--- config.mk ---
export PLATFORM = sky130hd
export DESIGN_NAME = fetch_ctrl
export DESIGN_NICKNAME = d
export VERILOG_FILES = /design/src/rtl/fetch_pkg.sv /design/src/rtl/fetch_fifo.sv /design/src/rtl/fetch_ctrl.sv
export SDC_FILE = /design/constraint.sdc
export NUM_CORES = 1
export LEC_CHECK = 0
export BUFFER_PORTS_ARGS = -buffer_cell sky130_fd_sc_hd__buf_2
export CAP_MARGIN = 10
export CELL_PAD_IN_SITES_DETAIL_PLACEMENT = 0
export CELL_PAD_IN_SITES_GLOBAL_PLACEMENT = 1
export CORE_ASPECT_RATIO = 0.75
export CORE_UTILIZATION = 53
export CTS_BUF_LIST = sky130_fd_sc_hd__clkbuf_16
export CTS_CLUSTER_DIAMETER = 50
export DETAILED_ROUTE_END_ITERATION = 8
export GPL_ROUTABILITY_DRIVEN = 0
export HOLD_SLACK_MARGIN = 0.1
export PLACE_DENSITY_LB_ADDON = 0.15
export SLEW_MARGIN = 20
export SYNTH_ARGS = -nofsm -noshare
export SYNTH_HDL_FRONTEND = slang
export SYNTH_HIERARCHICAL = 1
export SYNTH_SLANG_ARGS = --single-unit
--- constraint.sdc ---
create_clock -name clk -period 15.1 [get_ports clk]
set_input_delay 1.51 -clock clk [delete_from_list [all_inputs] [get_ports clk]]
set_output_delay 1.51 -clock clk [all_outputs]
set_load 0.02 [all_outputs]
--- src/rtl/fetch_pkg.sv ---
// Shared types and defaults for the instruction fetch controller.
package fetch_pkg;

  localparam logic [31:0] RESET_PC_DEFAULT = 32'hBFC0_0000;
  localparam int          DEPTH_DEFAULT    = 4;

  typedef struct packed {
    logic [31:0] pc;
    logic [31:0] inst;
  } fetch_entry_t;

  // Fetch addresses are always word aligned; the low two bits are dropped.
  function automatic logic [31:0] word_align(input logic [31:0] addr);
    return addr & ~32'h3;
  endfunction

endpackage

--- src/rtl/fetch_fifo.sv ---
// Prefetch queue: DEPTH-entry synchronous FIFO of {pc, inst} with a dominant flush.
module fetch_fifo
  import fetch_pkg::*;
#(
  parameter int DEPTH = DEPTH_DEFAULT
) (
  input  logic                         clk,
  input  logic                         rst_n,
  input  logic                         flush,
  input  logic                         push,
  input  fetch_entry_t                 wdata,
  input  logic                         pop,
  output fetch_entry_t                 rdata,
  output logic [$clog2(DEPTH+1)-1:0]   count
);

  localparam int AW = $clog2(DEPTH);
  localparam int CW = $clog2(DEPTH+1);

  fetch_entry_t  mem [DEPTH];
  logic [AW-1:0] rd_ptr;
  logic [AW-1:0] wr_ptr;
  logic          do_push;
  logic          do_pop;

  assign do_pop  = pop  && (count != '0);
  assign do_push = push && (count != CW'(DEPTH));

  // NOTE: state uses non-blocking assignments so every register samples pre-edge values.
  always_ff @(posedge clk or negedge rst_n) begin
    if (!rst_n) begin
      rd_ptr <= '0;
      wr_ptr <= '0;
      count  <= '0;
    end else if (flush) begin
      rd_ptr <= '0;
      wr_ptr <= '0;
      count  <= '0;
    end else begin
      if (do_push) wr_ptr <= wr_ptr + AW'(1);
      if (do_pop)  rd_ptr <= rd_ptr + AW'(1);
      count <= count + CW'(do_push) - CW'(do_pop);
    end
  end

  // NOTE: storage is deliberately not reset; the head is masked to zero while empty instead.
  always_ff @(posedge clk) begin
    if (do_push && !flush) mem[wr_ptr] <= wdata;
  end

  assign rdata = (count != '0) ? mem[rd_ptr] : '0;

endmodule

--- src/rtl/fetch_ctrl.sv ---
// Instruction fetch controller: credit-limited word fetches, in-order response
// tracking, prefetch buffering and redirect squash.
module fetch_ctrl
  import fetch_pkg::*;
#(
  parameter int          DEPTH    = DEPTH_DEFAULT,
  parameter logic [31:0] RESET_PC = RESET_PC_DEFAULT
) (
  input  logic        clk,
  input  logic        rst_n,
  input  logic        redirect_valid,
  input  logic [31:0] redirect_pc,
  output logic        mem_req_valid,
  input  logic        mem_req_ready,
  output logic [31:0] mem_addr,
  input  logic        mem_rsp_valid,
  input  logic [31:0] mem_rsp_data,
  output logic        inst_valid,
  input  logic        inst_ready,
  output logic [31:0] inst,
  output logic [31:0] inst_pc
);

  localparam int            CW      = $clog2(DEPTH+1);
  localparam logic [CW:0]   DEPTH_C = (CW+1)'(DEPTH);

  logic [31:0]   fetch_pc;
  logic [31:0]   rsp_pc;
  logic [CW-1:0] in_flight;
  logic [CW-1:0] discard;
  logic [CW-1:0] count;
  logic [CW:0]   credits_used;
  logic          req_fire;
  logic          rsp_keep;
  logic          pop;
  fetch_entry_t  push_entry;
  fetch_entry_t  head;

  // Every issued request owns a queue slot until it is popped or squashed.
  assign credits_used  = {1'b0, in_flight} + {1'b0, count};
  assign mem_req_valid = !redirect_valid && (credits_used < DEPTH_C);
  assign mem_addr      = fetch_pc;
  assign req_fire      = mem_req_valid && mem_req_ready;

  assign rsp_keep   = mem_rsp_valid && (discard == '0);
  assign push_entry = '{pc: rsp_pc, inst: mem_rsp_data};
  assign pop        = inst_valid && inst_ready;

  always_ff @(posedge clk or negedge rst_n) begin
    if (!rst_n) begin
      fetch_pc  <= RESET_PC;
      rsp_pc    <= RESET_PC;
      in_flight <= '0;
      discard   <= '0;
    end else if (redirect_valid) begin
      // A response landing in the redirect cycle belongs to the old stream too.
      fetch_pc  <= word_align(redirect_pc);
      rsp_pc    <= word_align(redirect_pc);
      in_flight <= in_flight - CW'(mem_rsp_valid);
      discard   <= in_flight - CW'(mem_rsp_valid);
    end else begin
      if (req_fire) fetch_pc <= fetch_pc + 32'd4;
      in_flight <= in_flight + CW'(req_fire) - CW'(mem_rsp_valid);
      if (mem_rsp_valid) begin
        if (discard != '0) discard <= discard - CW'(1);
        else               rsp_pc  <= rsp_pc + 32'd4;
      end
    end
  end

  fetch_fifo #(.DEPTH(DEPTH)) u_fifo (
    .clk   (clk),
    .rst_n (rst_n),
    .flush (redirect_valid),
    .push  (rsp_keep),
    .wdata (push_entry),
    .pop   (pop),
    .rdata (head),
    .count (count)
  );

  assign inst_valid = (count != '0);
  assign inst       = head.inst;
  assign inst_pc    = head.pc;

endmodule

* After elaboration in Yosys (flattened, before gate mapping)
Memories as Yosys holds them, arrays and structs flattened. Cells that the tools add are included.
Cells by class: order comparisons 1, eq/ne operators 2, reduce and logical (&&, ||, !) cells 18, add/sub/neg operators 11, muxes and demuxes 17
Operators by type and width (count):
- 32-bit 2-to-1 mux | 5
- 32-bit by 3-bit adder with 32-bit output (second input constant) | 2
- 64-bit 2-to-1 mux | 1
- 3-bit 2-to-1 mux | 5
- 2-bit nonzero test | 5
- 3-bit by 1-bit subtractor with 3-bit output | 3
- 2-bit 2-to-1 mux | 4
- 1-bit logical AND | 7
- 3-bit by 1-bit adder with 3-bit output | 2
- 3-bit nonzero test | 2
- 2-bit by 1-bit adder with 2-bit output (second input constant) | 2
- 3-bit by 3-bit adder with 4-bit output | 1
- 4-bit by 3-bit < comparator with 1-bit output (second input constant) | 1
- 2-bit AND reduction | 2
- 3-bit logical NOT | 1
- 3-bit != test (second input constant) | 1
- 3-bit by 1-bit subtractor with 3-bit output (second input constant) | 1
- 1-bit 2-to-1 mux | 2
- 2-bit != test (second input constant) | 1
- 1-bit logical NOT | 1
Word-level totals: bits in registers 77, memory bits (writable) 256, logic and storage cells 57, input bits 70, memories 1, output and inout bits 98
Memory list:
- u_fifo.mem | words 4, width 64, rd ports 1, clocked after memory_dff 0, wr ports 1, line fetch_fifo.sv:20 | fetch_entry_t mem [DEPTH];

* Longest topological paths before layout
Gate-level depths: netlist (run 1).
depth after elaboration 7, depth in mapped cells 14, depth with buffers taken out 13

* Cells and area by module
Netlist (run 1), hierarchy kept.
Modules (own cells, without submodules):
- fetch_fifo | area an instance 10119.7 um^2, sequential area each 7862.5 um^2, cells an instance 452, instances 1
- fetch_ctrl | area an instance 3941.3 um^2, sequential area each 1674.1 um^2, cells an instance 391, instances 1

* Least setup slack after synthesis (run 1)
No wires, ideal clock.
path type input port to flip-flop, start input mem_rsp_valid, end memory u_fifo/mem[1][0] in the netlist's numbering (enable), stages 5, data arrival time 6809 ps, path buffers 1, setup slack 7713 ps, library setup time 578 ps, required time 14522 ps, cell sequence and3b_1 buf_2 o31a_1 inv_1 nor3b_1
Between the ends: cells in the longest elaborated chain, start to end 5
RTL lines:
- start: declaration | line fetch_ctrl.sv:16 | input logic mem_rsp_valid,
- 1-bit logical AND | line fetch_ctrl.sv:45 | assign rsp_keep = mem_rsp_valid && (discard == '0);
- via rsp_keep | line fetch_ctrl.sv:34 | logic rsp_keep;
- 1-bit logical AND | line fetch_fifo.sv:27 | assign do_push = push && (count != CW'(DEPTH));
- 1-bit logical AND | line fetch_fifo.sv:48 | if (do_push && !flush) mem[wr_ptr] <= wdata;
- 1-bit 2-to-1 mux | line fetch_fifo.sv:48
- 1-bit 2-to-1 mux (implied by the code) | line fetch_fifo.sv:48
- end: declaration | line fetch_fifo.sv:20
The timed path passes the listed nets, and every way through them passes these cells.

* Worst setup path in the final report (run 1)
start register u_fifo.rd_ptr[0], end output inst_pc[13]
Between the ends: cells in the longest elaborated chain, start to end 2
RTL lines:
- start: declaration | line fetch_fifo.sv:21 | logic [AW-1:0] rd_ptr;
- start signal: assignment | line fetch_fifo.sv:41 | if (do_pop) rd_ptr <= rd_ptr + AW'(1);
- memory read 4 x 64 bit
- 64-bit 2-to-1 mux | line fetch_fifo.sv:51 | assign rdata = (count != '0) ? mem[rd_ptr] : '0;
- end: declaration | line fetch_ctrl.sv:21 | output logic [31:0] inst_pc
Every way passes these cells.

==> flow_summary.yaml, run 1 <==
synth:
  synth-seq-cells: 329
  synth_flop_cell: "edfxtp_1"
  yosysUniqueCellTypes: 60
  seq_area_frac_synth_pct: 67.82
  synth_area_mm2: 0.01406
  async_flop_share_pct: 22.19
  syn_area_per_cell_um2: 16.68
  synth_edf_count: 256
  yosys_warnings: 6
  syn-instance-count: 843
floorplan:
  pin_count: 168
  coreArea_mm2: 0.02604
  initial_core_util_pct: 54.01
  dieWidth_um: 190.1
  die_area_mm2: 0.02719
  fp.dieH_um: 143.1
  num_rows: 51
layout:
  post-route-cell-area_mm2: 0.01636
  final_common_cell: "edfxtp_1"
  layout-drive-gt1-share_pct: 33.81
  diodes: 0
  layout_common_cells: "edfxtp_1 (256), buf_2 (163), nor2b_1 (65)"
  post-route-util_pct: 62.84
  syn_to_final_growth_pct: 16.35
  nets: 1113
clock_network:
  clock_latency_ns: 0.51
  clock_sinks: 329
  cts_hold_buf: 0
  cts_made_buffers: 36
  clockBufferDepth: 3
  post_cts_buffers: 0
  clk_root_buffer_cell: "clkbuf_16"
  clkTransAtPathRegs_ns: 0.06
  postCtsResizedCells: 0
  cts.htree.levels: 2
  tritoncts: "done"
placement:
  hpwl_um: 17530
  dpl_worst_slack_ns: 11.02
  io_buffers: 163
  place_area_mm2: 0.01524
detailed_routing:
  vias: 7819
  drcViolationCount: 0
  routed_wl_um: 28680
  ant_nets: 0
  post_drt_wl_per_cell_um: 20.53
  viasPerCell: 5.597
  drt-initial-drc-count: 481
  dr.pass1.iters: 5
timing:
  rsz0062_at_grt: "false"
  hold_viol_final: 0
  finalSetupViolations: 0
  post-route-period-util_pct: 28.30
  finalSetupTns_ns: 0
  min_period_ns: 4.273
  drv_slew: 0
  relSlewSlack_pct: 32.25
  timing.final.ws_setup_ns: 10.83
  max_freq_ghz: 0.2340
  worstMarginPinSlew_ns: 1.016
  fin_skew_ns: 0.01700
power_and_ir_drop:
  switching_power_w: 0.0008109
  p_per_area_mw_per_mm2: 155.6
  p_int_w: 0.001734
  power_frac_seq_pct: 43.4
  sw_frac_of_total_pct: 31.86
  power_frac_comb_pct: 24.6
  leakagePower_nw: 5.869
  pwr-share-clk_pct: 32.1
  vdd_ir_drop_max_uv: 120.6
global_routing:
  antenna_found_initial: 0
  grt_max_degree: 74
  grt_pass1_wl_um: 44320
  grt_pass1_vias: 7816
  grt_usage_pct: 21.62
  overflow: 0
critical_path:
  worst_setup_path_end_kind: "output pin"
  start_kind: "flip-flop"
  worstSetupPathType: "flip-flop to output pin"
  path_max_fanout: 51
  required_ns: 13.59
  crit_arrival_ns: 2.76
hold_path:
  hp-class: "flip-flop to flip-flop"
flow_run:
  drv_cap: 0
status:
  status: "finished clean"
[worst max-delay path, cell delays in order, from the launching register on]
cell	delay (ns)
dfrtp_4	0.63
buf_6	0.62
mux4_2	0.59
nor2b_1	0.16
buf_2	0.21
[final cells by class]
cell class	count	area, µm²
tap	344	430.4
clock inverter	29	185.2
inverter	21	78.83
timing repair buffer	174	902.1
clock buffer	37	925.9
multi-input combinational	463	4295
sequential	329	9542
fill	1930	9676
[power groups by stage]
stage,clock network [W],logic [W],registers (W)
2_1_floorplan,0,0.000421,0.00112
6_report,0.000816,0.000626,0.00110
4_1_cts,0.000835,0.000639,0.00110
3_5_place_dp,0,0.000637,0.00112
5_1_grt,0.000872,0.000685,0.00111
3_3_place_gp,0,0.000632,0.00112
[through the flow]
stage	hold slack [ns]	instances	total power (W)
floorplan	0.4862	852	0.001538
detailed placement	0.5189	1331	0.001759
CTS	0.5262	1397	0.002578
global route	0.5443	1397	0.002669
finish	0.5237	1397	0.002545
global placement	0.5126	1331	0.001751
[worst paths after layout]
path,startpoint,end,slack [ns],cells past startpoint
setup reg to reg,u_fifo/count[2],in_flight[2],12.04,11
setup / recovery,u_fifo/rd_ptr[0],inst_pc[13],10.83,4
hold reg to reg,in_flight[2],in_flight[2],0.52,1
max in group asynchronous,rst_n,u_fifo/rd_ptr[0],13.17,2
hold / removal,in_flight[2],in_flight[2],0.52,1
min in group asynchronous,rst_n,mem_addr[21],1.23,2
[cell usage after synthesis, types with 16 or more instances]
master | number | area, µm²
a21oi_1 | 23 | 115.1
clkbuf_1 | 19 | 71.32
dfrtp_1 | 55 | 1376
dfstp_2 | 18 | 473.0
edfxtp_1 | 256 | 7687
ha_1 | 16 | 200.2
inv_1 | 20 | 75.07
mux2_2 | 24 | 270.3
mux4_2 | 64 | 1441
nand3_1 | 24 | 120.1
nand4_1 | 21 | 131.4
nor2_1 | 28 | 105.1
nor2b_1 | 65 | 406.6
xnor2_1 | 31 | 271.5
xor2_1 | 28 | 245.2
[cell families (layout without fill, tap and decap cells)]
logic type	count (synthesis)	after routing	share of synthesized area [%]
multiplexers	91	91	12.39
XOR/XNOR	59	59	3.675
AND/OR/NAND/NOR	232	232	9.949
AO/OA/AOI/OAI	53	53	2.385
buffers and inverters	60	261	2.047
adder cells (fa/ha/maj)	18	18	1.708
other	1	10	0.02667
flip-flops	329	329	67.82
[routing by layer]
layer | GRT usage (%) | share of wire, %
met5 | 0 | 0
met2 | 32.40 | 45
met3 | 4.227 | 6.4
met4 | 5.178 | 1.5
met1 | 32.68 | 47
[flip-flops by register name, indices dropped and copies added, names as in the netlist]
| signal | cells |
|---|---|
| mem_addr | 30 |
| in_flight | 3 |
| u_fifo/wr_ptr | 2 |
| discard | 3 |
| u_fifo/count | 3 |
| rsp_pc | 30 |
| u_fifo/rd_ptr | 2 |
| u_fifo/mem | 256 |
Power figures use the tool's default switching activity.
==> run 2: changes to the inputs <==
Settings changed: CORE_UTILIZATION 53 to 49.
Clock period 15.1 ns to 4.3 ns, I/O delays scaled along.
==> flow_summary.yaml, run 2 (synthesized netlist as in run 1, its figures left out) <==
placement:
  hpwl_um: 18170
  io_buffers: 163
  placedCellCount: 1376
timing:
  relSlewSlack_pct: 30.68
  post-route-period-util_pct: 72.61
  worstMarginPinSlew_ns: 1.040
  min_period_ns: 3.122
  max_freq_ghz: 0.3203
  fin_skew_ns: 0.01898
  finalSetupViolations: 0
  hold_viol_final: 0
  rsz0062_at_grt: "false"
  drv_slew: 0
flow_run:
  drv_cap: 0
clock_network:
  post_cts_buffers: 0
  clock_latency_ns: 0.51
  cts_made_buffers: 36
  clk_root_buffer_cell: "clkbuf_16"
  cts.htree.levels: 2
  clockBufferDepth: 3
  clock_sinks: 329
  tritoncts: "done"
  clkTransAtPathRegs_ns: 0.06
critical_path:
  rr_startpoint: "u_fifo/count[2]"
  r2r_cells: 11
  path_max_fanout: 34
  crit_end: "inst[0]"
  start_kind: "flip-flop"
  worst_setup_path_end_kind: "output pin"
  required_ns: 3.87
  cp-startpoint: "u_fifo/rd_ptr[0]"
  reg2reg_to: "in_flight[2]"
  crit_arrival_ns: 2.69
  rrSetupSlack_ns: 1.24
  worstSetupPathType: "flip-flop to output pin"
global_routing:
  overflow: 0
  grt_pass1_wl_um: 45410
  grt_pass1_vias: 7930
  grt_usage_pct: 20.33
  antenna_found_initial: 0
  grt_max_degree: 70
detailed_routing:
  routed_wl_um: 28800
  ant_nets: 0
  drcViolationCount: 0
  viasPerCell: 5.350
  dr.pass1.iters: 5
  vias: 7709
  drt-initial-drc-count: 410
  post_drt_wl_per_cell_um: 19.99
power_and_ir_drop:
  p_int_w: 0.006302
  sw_frac_of_total_pct: 31.10
  vdd_ir_drop_max_uv: 458.3
  pwr-share-clk_pct: 33.4
  power_frac_seq_pct: 42.5
  switching_power_w: 0.002845
  leakagePower_nw: 5.942
  p_total_w: 0.009147
  power_frac_comb_pct: 24.1
  p_per_area_mw_per_mm2: 552.5
layout:
  layout-drive-gt1-share_pct: 33.81
  syn_to_final_growth_pct: 17.74
  layout_common_cells: "edfxtp_1 (256), buf_2 (163), nor2b_1 (65)"
  post-route-util_pct: 58.88
  diodes: 0
  largest_register_ffs: 256
  final_common_cell: "edfxtp_1"
  layout.cells.non_filler: 1441
  top_register: "u_fifo/mem"
  fillers: 2271
  nets: 1118
floorplan:
  pin_count: 168
  dieWidth_um: 197.6
  initial_core_util_pct: 50.01
  fp.dieH_um: 148.7
  num_rows: 53
  coreArea_mm2: 0.02812
  die_area_mm2: 0.02938
hold_path:
  hp-class: "input port to flip-flop"
  holdPathStages: 1
status:
  status: "finished clean"
run 2: cell types whose count changed in the layout (fill, tap and decap cells not counted):
cell           before  now
buf_12              0    3
bufinv_16           1    4
clkinvlp_4          4    1
inv_6               4    1
buf_4              10   12
clkinv_2            8    6
buf_6               1    0
clkbuf_16          37   38
clkinv_1            5    6
dlygate4sd3_1       0    1
inv_8               0    1
run 2: critical path, stage by stage, from the launching register on:
cell     delay [ns]
dfrtp_4        0.87
buf_4          0.39
mux4_2         0.52
nor2b_1        0.17
buf_2          0.21
run 2: timing repair:
item | 4_1_cts | 5_1_grt
endpoints found under the hold margin | 12 | 0
gates resized for setup | 0 | 0
hold buffers | 1 | 0
run 2: per-stage QoR:
stage	hold slack, ns	cell area [µm²]	setup WS [ns]	TNS, ns
finish	0.1376	16560	1.178	0
global route	0.1262	16560	0.9312	0
CTS	0.1190	16560	1.088	0
detailed placement	0.4138	15360	1.248	0
global placement	0.4181	15360	1.263	0
floorplan	0.1344	14090	-2.207	-564.00
run 2: routing by layer:
metal	vias to the layer above	track usage, %	wire, µm
met4	0	3.915	376
met1	3895	32.19	14400
li1	3597	-	-
met3	32	3.651	1519
met2	185	29.54	12500
met5	-	0	0
run 2: how the worst min path moves through the flow:
stage	endpoint	slack (ns)	start
3_3_place_gp	mem_addr[5]	0.42	rst_n
5_1_grt	u_fifo/mem[1][5]	0.13	mem_rsp_data[5]
2_1_floorplan	discard[0]	0.13	rst_n
4_1_cts	u_fifo/mem[0][5]	0.12	mem_rsp_data[5]
6_report	u_fifo/mem[0][5]	0.14	mem_rsp_data[5]
3_5_place_dp	mem_addr[7]	0.41	rst_n
run 2: layout make-up:
class	instances	area, µm²	area share (%)
clock buffer	38	950.9	5.744
clock inverter	26	231.5	1.398
inverter	21	78.83	0.4761
multi-input combinational	463	4295	25.94
sequential	329	9542	57.63
tap	385	481.7	2.910
timing repair buffer	179	975.9	5.895
run 2: power groups by stage:
| stage | clock [W] | combinational (W) | sequential [W] |
|---|---|---|---|
| floorplan | 0 | 0.00148 | 0.00392 |
| detailed placement | 0 | 0.00224 | 0.00395 |
| CTS | 0.00313 | 0.00225 | 0.00389 |
| global placement | 0 | 0.00223 | 0.00394 |
| finish | 0.00306 | 0.00221 | 0.00388 |
| global route | 0.00325 | 0.00243 | 0.00392 |
==> run 3: changes to the inputs <==
Settings changed: CORE_UTILIZATION 49 to 45.
Clock period 4.3 ns to 2.7 ns, I/O delays scaled along.
==> flow_summary.yaml, run 3 (synthesized netlist as in run 1, its figures left out) <==
critical_path:
  slowest_stage: "dfrtp_1"
  cpPeakStageDelay_ns: 0.40
  crit_arrival_ns: 3.02
  worstSetupPathType: "flip-flop to flip-flop"
  start_kind: "flip-flop"
  path_max_fanout: 3
  worst_setup_path_end_kind: "flip-flop"
  worstPathCellList: "ha_1 -> or3_4 -> nor2_4 -> nand3_1 -> ha_1 -> inv_1 -> ha_1 -> fa_2 -> xor2_1 -> o21ai_1 -> xor2_1"
  cpLargestDelayFamily: "adder cells"
  path_buf_inv: 1
  critPathMostFrequentCell: "ha_1"
  required_ns: 3.13
layout:
  final_common_cell: "edfxtp_1"
  nets: 1199
  syn_to_final_growth_pct: 23.56
  post-route-util_pct: 57.12
  diodes: 0
  largest_register_ffs: 256
  top_register: "u_fifo/mem"
  layout-drive-gt1-share_pct: 34.09
  fillers: 2467
  layout_common_cells: "edfxtp_1 (256), buf_2 (163), nor2b_1 (65)"
  layout.cells.non_filler: 1537
clock_network:
  clock_sinks: 329
  clockBufferDepth: 3
  clock_latency_ns: 0.52
  clk_root_buffer_cell: "clkbuf_16"
  cts_made_buffers: 37
  cts.htree.levels: 2
  tritoncts: "done"
  clkTransAtPathRegs_ns: 0.06
timing:
  fin_skew_ns: 0.02557
  max_freq_ghz: 0.3852
  drv_slew: 0
  rsz0062_at_grt: "true"
  hold_viol_final: 0
  min_period_ns: 2.596
  post-route-period-util_pct: 96.14
  relSlewSlack_pct: 45.75
  finalSetupViolations: 0
  worstMarginPinSlew_ns: 0.8138
detailed_routing:
  ant_nets: 0
  routed_wl_um: 30250
  drt-initial-drc-count: 485
  dr.pass1.iters: 4
  vias: 8092
  post_drt_wl_per_cell_um: 19.68
  viasPerCell: 5.265
  drcViolationCount: 0
placement:
  placedCellCount: 1410
  hpwl_um: 19570
  io_buffers: 163
hold_path:
  hp-class: "input port to flip-flop"
global_routing:
  grt_pass1_wl_um: 46970
  grt_pass1_vias: 8019
  antenna_found_initial: 1
  grt_usage_pct: 19.53
  overflow: 0
  grt_max_degree: 70
floorplan:
  pin_count: 168
  coreArea_mm2: 0.03042
  fp.dieH_um: 155.1
  initial_core_util_pct: 46.23
  die_area_mm2: 0.03197
  num_rows: 55
  dieWidth_um: 206.1
power_and_ir_drop:
  vdd_ir_drop_max_uv: 430.0
  p_per_area_mw_per_mm2: 842.7
  leakagePower_nw: 6.322
flow_run:
  drv_cap: 0
status:
  status: "finished clean"
==> run 3: changes by cell type in the layout (fill, tap and decap cells not counted), sizes merged <==
cell         before  now
clkinv           13    9
inv              29   37
bufinv            4    0
clkinvlp          1    2
clkbuf           38   39
dlygate4sd3       1   57
buf             178  202
==> run 3: repair_timing <==
action / CTS / global route
hold endpoints to repair: 192 / 0
setup endpoints to repair: 0 / 9
hold buffers: 57 / 0
gates resized for setup: 0 / 5
setup buffers: 0 / 4
==> run 3: through the flow <==
stage | hold WS, ns | total power (W) | setup WS [ns] | area [µm²] | setup TNS [ns]
floorplan | -0.02559 | 0.008649 | -0.5883 | 14160 | -145.65
global placement | 0.3521 | 0.01009 | 0.06875 | 15640 | 0
detailed placement | 0.3530 | 0.01010 | 0.06675 | 15640 | 0
CTS | 0.1150 | 0.01480 | 0.03943 | 17330 | 0
global route | 0.1364 | 0.01537 | -0.04422 | 17370 | -0.04422
finish | 0.1398 | 0.01464 | 0.1043 | 17370 | 0
==> run 3: cell type report <==
class	count	area, µm²	area share (%)
multi-input cells	463	4353	25.05
clock buffers	39	975.9	5.617
clock inverters	27	145.1	0.8354
well taps	399	499.2	2.873
inverters	21	78.83	0.4537
repair buffers	259	1779	10.24
flip-flops and latches	329	9543	54.93
==> run 3: final timing paths <==
| path | start | endpoint | slack (ns) | cells after the start |
|---|---|---|---|---|
| worst max-delay path | u_fifo/count[2] | in_flight[2] | 0.10 | 11 |
| worst min-delay path | redirect_pc[25] | mem_addr[25] | 0.14 | 4 |
| worst max register to register | u_fifo/count[2] | in_flight[2] | 0.10 | 11 |
| worst min register to register | rsp_pc[28] | u_fifo/mem[3][60] | 0.56 | 0 |
| max in group asynchronous | rst_n | rsp_pc[31] | 1.52 | 3 |
| min in group asynchronous | rst_n | mem_addr[7] | 0.34 | 2 |
==> run 3: metal layers <==
layer  global-route usage (%)  vias to the layer above  wire length, µm
li1                         -                     3773                -
met1                    30.34                     4100            15060
met2                    28.48                      175            13380
met3                    3.624                       44             1382
met4                    4.552                        0              433
met5                        0                        -                0
==> run 3: tightest hold or removal path: cells and delay by family <==
kind / cells / cell delay (ns)
buffers and inverters: 1 / 0.10
and+or+nand+nor: 2 / 0.25
AOI/OAI and AO/OA: 1 / 0.04
==> run 3: power breakdown <==
group          switching (W)  internal [W]  total [W]
Combinational        0.00241       0.00151    0.00392
Clock                0.00196       0.00263    0.00459
Sequential          0.000291       0.00585    0.00614
Total                0.00466       0.00998     0.0146
